[src/rtl/uart_pkg.sv]
// -----------------------------------------------------------------------------
// uart_pkg
// Shared definitions for the UART arbiter slice.
//   NUM_REQ     : number of requesters sharing the UART unit (2)
//   state_t     : arbiter FSM states (IDLE, ISSUE, WAIT, DONE)
//   pick_winner : round-robin winner selection with owner lock override
// -----------------------------------------------------------------------------
package uart_pkg;

    localparam int NUM_REQ = 2;

    typedef enum logic [1:0] {
        IDLE  = 2'd0,
        ISSUE = 2'd1,
        WAIT  = 2'd2,
        DONE  = 2'd3
    } state_t;

    // Returns the index of the requester to grant. Only meaningful when at
    // least one of p0/p1 is set. With both pending, the requester that is not
    // the current owner wins, unless the owner holds its lock.
    function automatic logic pick_winner(
        input logic p0,
        input logic p1,
        input logic owner,
        input logic owner_lock
    );
        logic w;
        if (p0 && p1) begin
            w = owner_lock ? owner : ~owner;
        end else begin
            w = p1;
        end
        return w;
    endfunction

endpackage

[src/rtl/uart_req_slot.sv]
// -----------------------------------------------------------------------------
// uart_req_slot
// Per-requester pending flag with latched direction and send byte.
// Ports:
//   clk, rst     : clock, asynchronous active-high reset
//   go           : one-cycle request pulse
//   req_rors     : direction sampled with go (1=send, 0=receive)
//   req_txdata   : send byte sampled with go
//   clear        : arbiter is completing this requester's transfer this cycle
//   pending      : request captured and not yet completed
//   rors, txdata : latched direction / byte of the pending request
// -----------------------------------------------------------------------------
module uart_req_slot
    import uart_pkg::*;
(
    input  logic       clk,
    input  logic       rst,
    input  logic       go,
    input  logic       req_rors,
    input  logic [7:0] req_txdata,
    input  logic       clear,
    output logic       pending,
    output logic       rors,
    output logic [7:0] txdata
);

    always_ff @(posedge clk or posedge rst) begin
        if (rst) begin
            pending <= 1'b0;
            rors    <= 1'b0;
            txdata  <= 8'h00;
        end else if (clear) begin
            // A go arriving in the completion cycle becomes the next request.
            pending <= go;
            if (go) begin
                rors   <= req_rors;
                txdata <= req_txdata;
            end
        end else if (go && !pending) begin
            // A go while already pending is dropped; the first request stands.
            pending <= 1'b1;
            rors    <= req_rors;
            txdata  <= req_txdata;
        end
    end

endmodule

[src/rtl/uart_arbiter.sv]
// -----------------------------------------------------------------------------
// uart_arbiter
// Shares one UART unit between two requesters with round-robin arbitration
// and an optional per-requester lock that lets the owner keep the unit.
//
// Handshake: a requester pulses reqN_go for one cycle with reqN_rors/txdata;
// the arbiter answers with a one-cycle reqN_done pulse when the transfer is
// over. Towards the UART unit, uart_go is a one-cycle start pulse and the unit
// answers with a one-cycle uart_done pulse carrying rxdata. rors/txdata are
// stable from uart_go until uart_done. No backpressure exists on either side.
//
// Ports:
//   clk, rst                 : clock, asynchronous active-high reset
//   reqN_go/rors/txdata/lock : requester N request inputs (N=0,1)
//   reqN_done, reqN_rxdata   : requester N completion pulse and received byte
//   uart_go, rors, txdata    : start pulse, direction and byte to the UART
//   uart_done, rxdata        : completion pulse and received byte from UART
//   busy                     : arbiter not idle
//   owner                    : requester currently or last granted
//   state                    : FSM state, for observation
// -----------------------------------------------------------------------------
module uart_arbiter
    import uart_pkg::*;
#(
    parameter int CLK_PER_HALF_BIT = 434
) (
    input  logic       clk,
    input  logic       rst,
    input  logic       req0_go,
    input  logic       req0_rors,
    input  logic [7:0] req0_txdata,
    input  logic       req0_lock,
    output logic       req0_done,
    output logic [7:0] req0_rxdata,
    input  logic       req1_go,
    input  logic       req1_rors,
    input  logic [7:0] req1_txdata,
    input  logic       req1_lock,
    output logic       req1_done,
    output logic [7:0] req1_rxdata,
    output logic       uart_go,
    output logic       rors,
    output logic [7:0] txdata,
    input  logic       uart_done,
    input  logic [7:0] rxdata,
    output logic       busy,
    output logic       owner,
    output state_t     state
);

    // The bit timing belongs to the UART unit; this block only carries the
    // parameter so both can be configured from one place.
    if (CLK_PER_HALF_BIT > 0) begin : g_timing_param
    end

    logic [NUM_REQ-1:0] pending;
    logic [NUM_REQ-1:0] slot_rors;
    logic [7:0]         slot_txdata [NUM_REQ];
    logic               clear0;
    logic               clear1;
    logic               owner_lock;
    logic               winner;

    // The owner's pending flag drops at the end of the DONE cycle.
    assign clear0 = (state == DONE) && !owner;
    assign clear1 = (state == DONE) &&  owner;

    uart_req_slot u_slot0 (
        .clk        (clk),
        .rst        (rst),
        .go         (req0_go),
        .req_rors   (req0_rors),
        .req_txdata (req0_txdata),
        .clear      (clear0),
        .pending    (pending[0]),
        .rors       (slot_rors[0]),
        .txdata     (slot_txdata[0])
    );

    uart_req_slot u_slot1 (
        .clk        (clk),
        .rst        (rst),
        .go         (req1_go),
        .req_rors   (req1_rors),
        .req_txdata (req1_txdata),
        .clear      (clear1),
        .pending    (pending[1]),
        .rors       (slot_rors[1]),
        .txdata     (slot_txdata[1])
    );

    assign owner_lock = owner ? req1_lock : req0_lock;
    assign winner     = pick_winner(pending[0], pending[1], owner, owner_lock);
    assign busy       = (state != IDLE);

    always_ff @(posedge clk or posedge rst) begin
        if (rst) begin
            state       <= IDLE;
            owner       <= 1'b1;   // requester 0 wins the first contention
            uart_go     <= 1'b0;
            rors        <= 1'b0;
            txdata      <= 8'h00;
            req0_done   <= 1'b0;
            req1_done   <= 1'b0;
            req0_rxdata <= 8'h00;
            req1_rxdata <= 8'h00;
        end else begin
            case (state)
                IDLE: begin
                    if (|pending) begin
                        // Outputs for ISSUE are registered on the way in.
                        owner   <= winner;
                        uart_go <= 1'b1;
                        rors    <= slot_rors[winner];
                        txdata  <= slot_txdata[winner];
                        state   <= ISSUE;
                    end
                end
                ISSUE: begin
                    uart_go <= 1'b0;
                    state   <= WAIT;
                end
                WAIT: begin
                    if (uart_done) begin
                        state <= DONE;
                        if (owner) begin
                            req1_done <= 1'b1;
                            if (!rors) req1_rxdata <= rxdata;
                        end else begin
                            req0_done <= 1'b1;
                            if (!rors) req0_rxdata <= rxdata;
                        end
                    end
                end
                DONE: begin
                    req0_done <= 1'b0;
                    req1_done <= 1'b0;
                    state     <= IDLE;
                end
                default: begin
                    state <= IDLE;
                end
            endcase
        end
    end

endmodule

[config.mk]
export PLATFORM = sky130hd
export DESIGN_NAME = uart_arbiter
export DESIGN_NICKNAME = d
export VERILOG_FILES = /design/src/rtl/uart_pkg.sv /design/src/rtl/uart_req_slot.sv /design/src/rtl/uart_arbiter.sv
export SDC_FILE = /design/constraint.sdc
export NUM_CORES = 1
export LEC_CHECK = 0
export ABC_AREA = 0
export CORE_ASPECT_RATIO = 1.75
export CORE_MARGIN = 5
export CORE_UTILIZATION = 47
export DETAILED_ROUTE_END_ITERATION = 16
export PLACE_DENSITY = 0.87
export SKIP_LAST_GASP = 1
export SYNTH_ARGS = -nofsm -noshare
export SYNTH_HDL_FRONTEND = slang
export SYNTH_SLANG_ARGS = --single-unit
[constraint.sdc]
create_clock -name clk -period 2.1 [get_ports clk]
set_input_delay 0.315 -clock clk [delete_from_list [all_inputs] [get_ports clk]]
set_output_delay 0.315 -clock clk [all_outputs]
set_load 0.03 [all_outputs]
== Yosys cells after proc, flatten, opt, wreduce, memory -nomap -nowiden ==
Cells that the tools add are included.
W data, S select, Z words.
Operators by class
  order comparisons: 2
  equal/unequal tests: 9
  mux-type cells: 35
  bitwise logic cells: 3
  reductions and logical operators: 24
Operator list (count)
  $mux W8: 9
  $mux W1: 20
  $ne A2 B2 Y1 const B: 6
  $reduce_and A2 Y1: 5
  $reduce_bool A2 Y1: 5
  $pmux W2 S4: 1
  $reduce_and A4 Y1: 2
  $pmux W1 S2: 3
  $reduce_and A3 Y1: 2
  $logic_and A1 B1 Y1: 5
  $eq A2 B2 Y1 const B: 2
  $mux W2: 2
  $logic_not A1 Y1: 3
  $eq A2 B1 Y1 const B: 1
  $ge A2 B2 Y1 const B: 1
  $logic_not A2 Y1: 1
  $lt A1 B2 Y1 const B: 1
  $not A1 Y1: 2
  $not A1 Y2: 1
  $reduce_or A2 Y1: 1
Storage, ports and cells
  output and inout port bits: 32
  register bits after elaboration: 51
  word-level logic and storage cells: 88

== Depth between registers and ports, before layout ==
  depth after elaboration: 7
  depth in mapped cells: 6

== By module ==
From an unflattened synthesis, not the netlist that was laid out.
Second synthesis, totals
  cells, all modules: 170
  area, all modules: 2212.1 um^2
By module, submodules not included
  uart_arbiter: area an instance 1436.4 um^2, sequential area each 777.0 um^2, instances 1, cells an instance 124
  uart_req_slot: area an instance 387.9 um^2, sequential area each 250.2 um^2, instances 2, cells an instance 23

== Worst setup path after synthesis ==
OpenSTA, ideal clock, no wires.
  kind: register to register
  start: register state[0]
  end: register txdata[0]
  arrival: 1.626 ns
  period minus slack after synthesis: 1.756 ns
  setup slack: 0.344 ns
  data required time: 1.970 ns
  cell stages (with the launch flop): 7
  cells stage by stage: dfrtp_1 -> inv_1 -> ha_1 -> inv_1 -> nor2_2 -> buf_2 -> a31oi_1
On the way
  word-level cells in the longest chain between the ends: 2
Ends and longest elaborated chain
  start: declaration: RTL line uart_arbiter.sv:48  | output state_t state
  start signal: assignment: RTL line uart_arbiter.sv:98  | state <= IDLE;
  start signal: assignment: RTL line uart_arbiter.sv:116  | state <= ISSUE;
  start signal: assignment: RTL line uart_arbiter.sv:121  | state <= WAIT;
  $logic_not A2 Y1: RTL line uart_arbiter.sv:108  | case (state)
  $reduce_and A2 Y1 (no source line)
  end signal: assignment: RTL line uart_arbiter.sv:115  | txdata <= slot_txdata[winner];
  end: declaration: RTL line uart_arbiter.sv:43  | output logic [7:0] txdata,
Every way passes these cells.
A chain may end at the register's enable or synchronous reset.

== Final worst setup path ==
  start: register owner
  end: output port owner
RTL lines
  start: declaration: RTL line uart_arbiter.sv:47  | output logic owner,
  start signal: assignment: RTL line uart_arbiter.sv:112  | owner <= winner;
No word-level cell between the ends.

==> metrics.md <==
| Metric | Value |
|---|---|
| Max incr delay on CP | 710 ps |
| Die height | 101 µm |
| CP endpoint | owner |
| Final critical-path share of the clock period | 94.0% |
| Worst Reg-to-Reg Cells | 6 |
| Final std cells w/o fill | 291 |
| Ys async rst share | 100% |
| Hold crit path type | input pin to asynchronous set/reset pin |
| # fillers | 357 |
| Critical path endpoint category | output port |
| Critical path, cell by cell | clkdlybuf4s50_1 |
| Final Critical Period | 1970 ps |
| Clk_skew | 5.50 ps |
| Placeable Area | 0.00467 mm² |
| CP max stage cell | clkdlybuf4s50_1 |
| Flops & latches, synth | 51 |
| Worst reg2reg path endpoint | u_slot0.txdata[5] |
| Reg-to-reg critical path startpoint | state[0] |
| Syn. warnings | 0 |
| Crit Path Category | flop to output port |
| Status | finished, final reports clean |
| FF+latch area | 0.00128 mm² |
| Synth cell types | 34 |
| GRT overflow | 0 |
| 1st-pass router iterations | 5 |
| CP max FO | 9 |
| Vias/cell | 5.38 |
| Tot GR Track Use | 15.5% |
| H-tree levels | 2 |
| Worst slack, placed | 232 ps |
| Initial core utilization | 48.1% |
| Vias in the first global route | 1576 |
| DR WL/cell | 16.6 µm |
| Slew headroom | 69.1% |
| CTS Sinks | 51 |
| Avg Inst Size Synth | 13.3 µm² |
| Top cells by count, synth | dfrtp_1 (50), mux2_4 (17), mux2_2 (16) |
| Most area-hungry cell type in the Yosys netlist | dfrtp_1 |
| Worst-margin pin slew | 464 ps |
| Peak VDD IR | 1.20 mV |
| PwrDens | 1670 mW/mm² |
| Top_reg_cell synth | dfrtp_1 |
| Hold WS | 358 ps |
| Initial antenna violation count | 0 |
| LEAKAGE | 1.33 nW |
| Root Buffer | clkbuf_8 |
| CP top delay family | buffers and inverters |
| R2R Setup Slk | 250 ps |
| First-pass GRT wire length | 7640 µm |
| CTS tree | yes |
| Yosys top cell area share | 55.8% |
| Number of cells on the critical path | 1 |
| Port Buffers | 64 |
| Worst-case clock buffer depth | 2 |
| Setup repair after global routing missed its margin | no |
| CP bufs+invs | 1 |
| Post-Synthesis Cells | 169 |
| Placed Cells | 283 |
| Mapped Nets | 206 |
| NumNets Final | 275 |
| Final ANT Viol Nets | 0 |
| Post-synthesis sequential area ratio | 56.9% |
| Die Area | 0.00631 mm² |
| Final Hold Fails | 0 |
| Die span in x | 62.2 µm |
| Peak Freq | 507 MHz |
| Max-cap viol count | 0 |
| Area grow syn2layout | 36.3% |
| Sum Neg Setup Slack | 0 ps |
| Final Worst Setup Slack | 126 ps |
| CP required | 1780 ps |
| Top-count cell post-synth | dfrtp_1 |
| CTS clk-pin slew, worst paths | 90 ps |
| Post-CTS setup buffers | 0 |
| Startpoint types | flop |
| Slew Limit Fails | 0 |
| GP Congestion | 0.799 |
| Iter 0 DRT Violations | 47 |
| # diodes | 0 |
| WL final | 4840 µm |
| Num CTS Buffers | 5 |
| DR vias | 1567 |
| Ports | 65 |
| Largest net degree at the start of global routing | 52 |
| Layout cells sized above 1 | 22.6% |
| CP arrival | 1660 ps |
| Setup Viol. Count Final | 0 |
| Multi-input logic area | 893 µm² |
| Synthesized area | 0.00224 mm² |
| Setup crit start | owner |
| Area contributors post-synth | dfrtp_1 (56%), mux2_4 (11%), mux2_2 (8.0%) |
| Count of flip-flops with a built-in enable after synthesis | 0 |
| Hpwl dp | 3560 µm |
| Worst-Skew Late Latency | 300 ps |
| Drt drc | 0 |
| FP Rows | 33 |
-- cells in the final DEF (no fill, tap or decap), drive strengths merged --
| master | synthesis | final |
|---|---|---|
| clkdlybuf4s50 | 0 | 63 |
| dfrtp | 50 | 50 |
| mux2 | 34 | 34 |
| o21ai | 18 | 18 |
| nor2 | 11 | 11 |
| nand3 | 10 | 10 |
| a31oi | 10 | 10 |
| inv | 9 | 9 |
| clkbuf | 1 | 5 |
| ha | 4 | 4 |
| nand2 | 3 | 3 |
| buf | 4 | 3 |
| nand2b | 2 | 2 |
| clkinv | 0 | 2 |
| and2 | 1 | 1 |
| a21boi | 1 | 1 |
| or2 | 1 | 1 |
| nor3 | 1 | 1 |
| a22oi | 1 | 1 |
| o22a | 1 | 1 |
| and2b | 1 | 1 |
| nor2b | 1 | 1 |
| o21a | 1 | 1 |
| o211ai | 1 | 1 |
| o32ai | 1 | 1 |
| o311ai | 1 | 1 |
| bufinv | 0 | 1 |
| dlygate4sd2 | 0 | 1 |
| dfstp | 1 | 1 |
-- area by class of cell --
type	instances	area share [%]
Timing Repair Buffer	67	22.1
Inverter	9	1.11
Clock buffer	5	2.25
Tap cell	52	2.13
Multi-Input combinational cell	104	29.2
Clock inverter	3	1.43
Sequential cell	51	41.8
-- metrics by stage --
step	power (W)	cell area [µm²]	util, %
floorplan	0.00350	2240	-
global placement	0.00439	2950	63.1
detailed placement	0.00447	2950	63.1
CTS	0.00516	3060	65.5
global route	0.00541	3060	65.5
finish	0.00512	3060	65.5
-- flip-flops by register name, summed over array words and instances, names as in the netlist, 2 cells and up --
signal,count
req0_rxdata,8
req1_rxdata,8
state,2
txdata,8
u_slot0.txdata,8
u_slot1.txdata,8
-- where the power goes --
group | internal, W | total, W | switching, W
clock | 0.000355 | 0.000682 | 0.000327
combinational | 0.00125 | 0.00261 | 0.00136
sequential | 0.00148 | 0.00183 | 0.000344
-- cell families (layout without fill, tap and decap cells) --
family | after synthesis | in the layout | synth area share (%)
flip-flops | 51 | 51 | 56.9
buffers and inverters | 14 | 84 | 3.23
AO/OA/AOI/OAI | 35 | 35 | 10.4
multiplexers | 34 | 34 | 19.9
AND/OR/NAND/NOR | 31 | 31 | 7.25
adder cells (fa/ha/maj) | 4 | 4 | 2.23
-- worst min path at each step --
stage | from | end | slack, ps
finish | rst | req0_rxdata[1] | 360
global route | rst | req1_rxdata[1] | 380
CTS | rst | req0_rxdata[1] | 370
detailed placement | u_slot1.txdata[1] | u_slot1.txdata[1] | 480
global placement | u_slot1.txdata[1] | u_slot1.txdata[1] | 480
floorplan | req0_go | u_slot0.pending | 420
-- routing by layer --
| metal | GRT usage (%) | wire length (µm) | up-vias | part of all wire, % |
|---|---|---|---|---|
| met2 | 27.6 | 2580 | 57 | 53 |
| met1 | 17.6 | 1860 | 765 | 38 |
| met5 | 0 | 0 | - | 0 |
| li1 | - | - | 735 | - |
| met3 | 2.66 | 257 | 10 | 5.3 |
| met4 | 8.01 | 139 | 0 | 2.9 |
-- repair_timing --
action | 4_1_cts | 5_1_grt
endpoints found under the setup margin | 1 | 0
gates resized for setup | 1 | 0
hold buffers | 0 | 0
endpoints found under the hold margin | 0 | 0
Note: power is estimated with default switching activity, not from simulation.
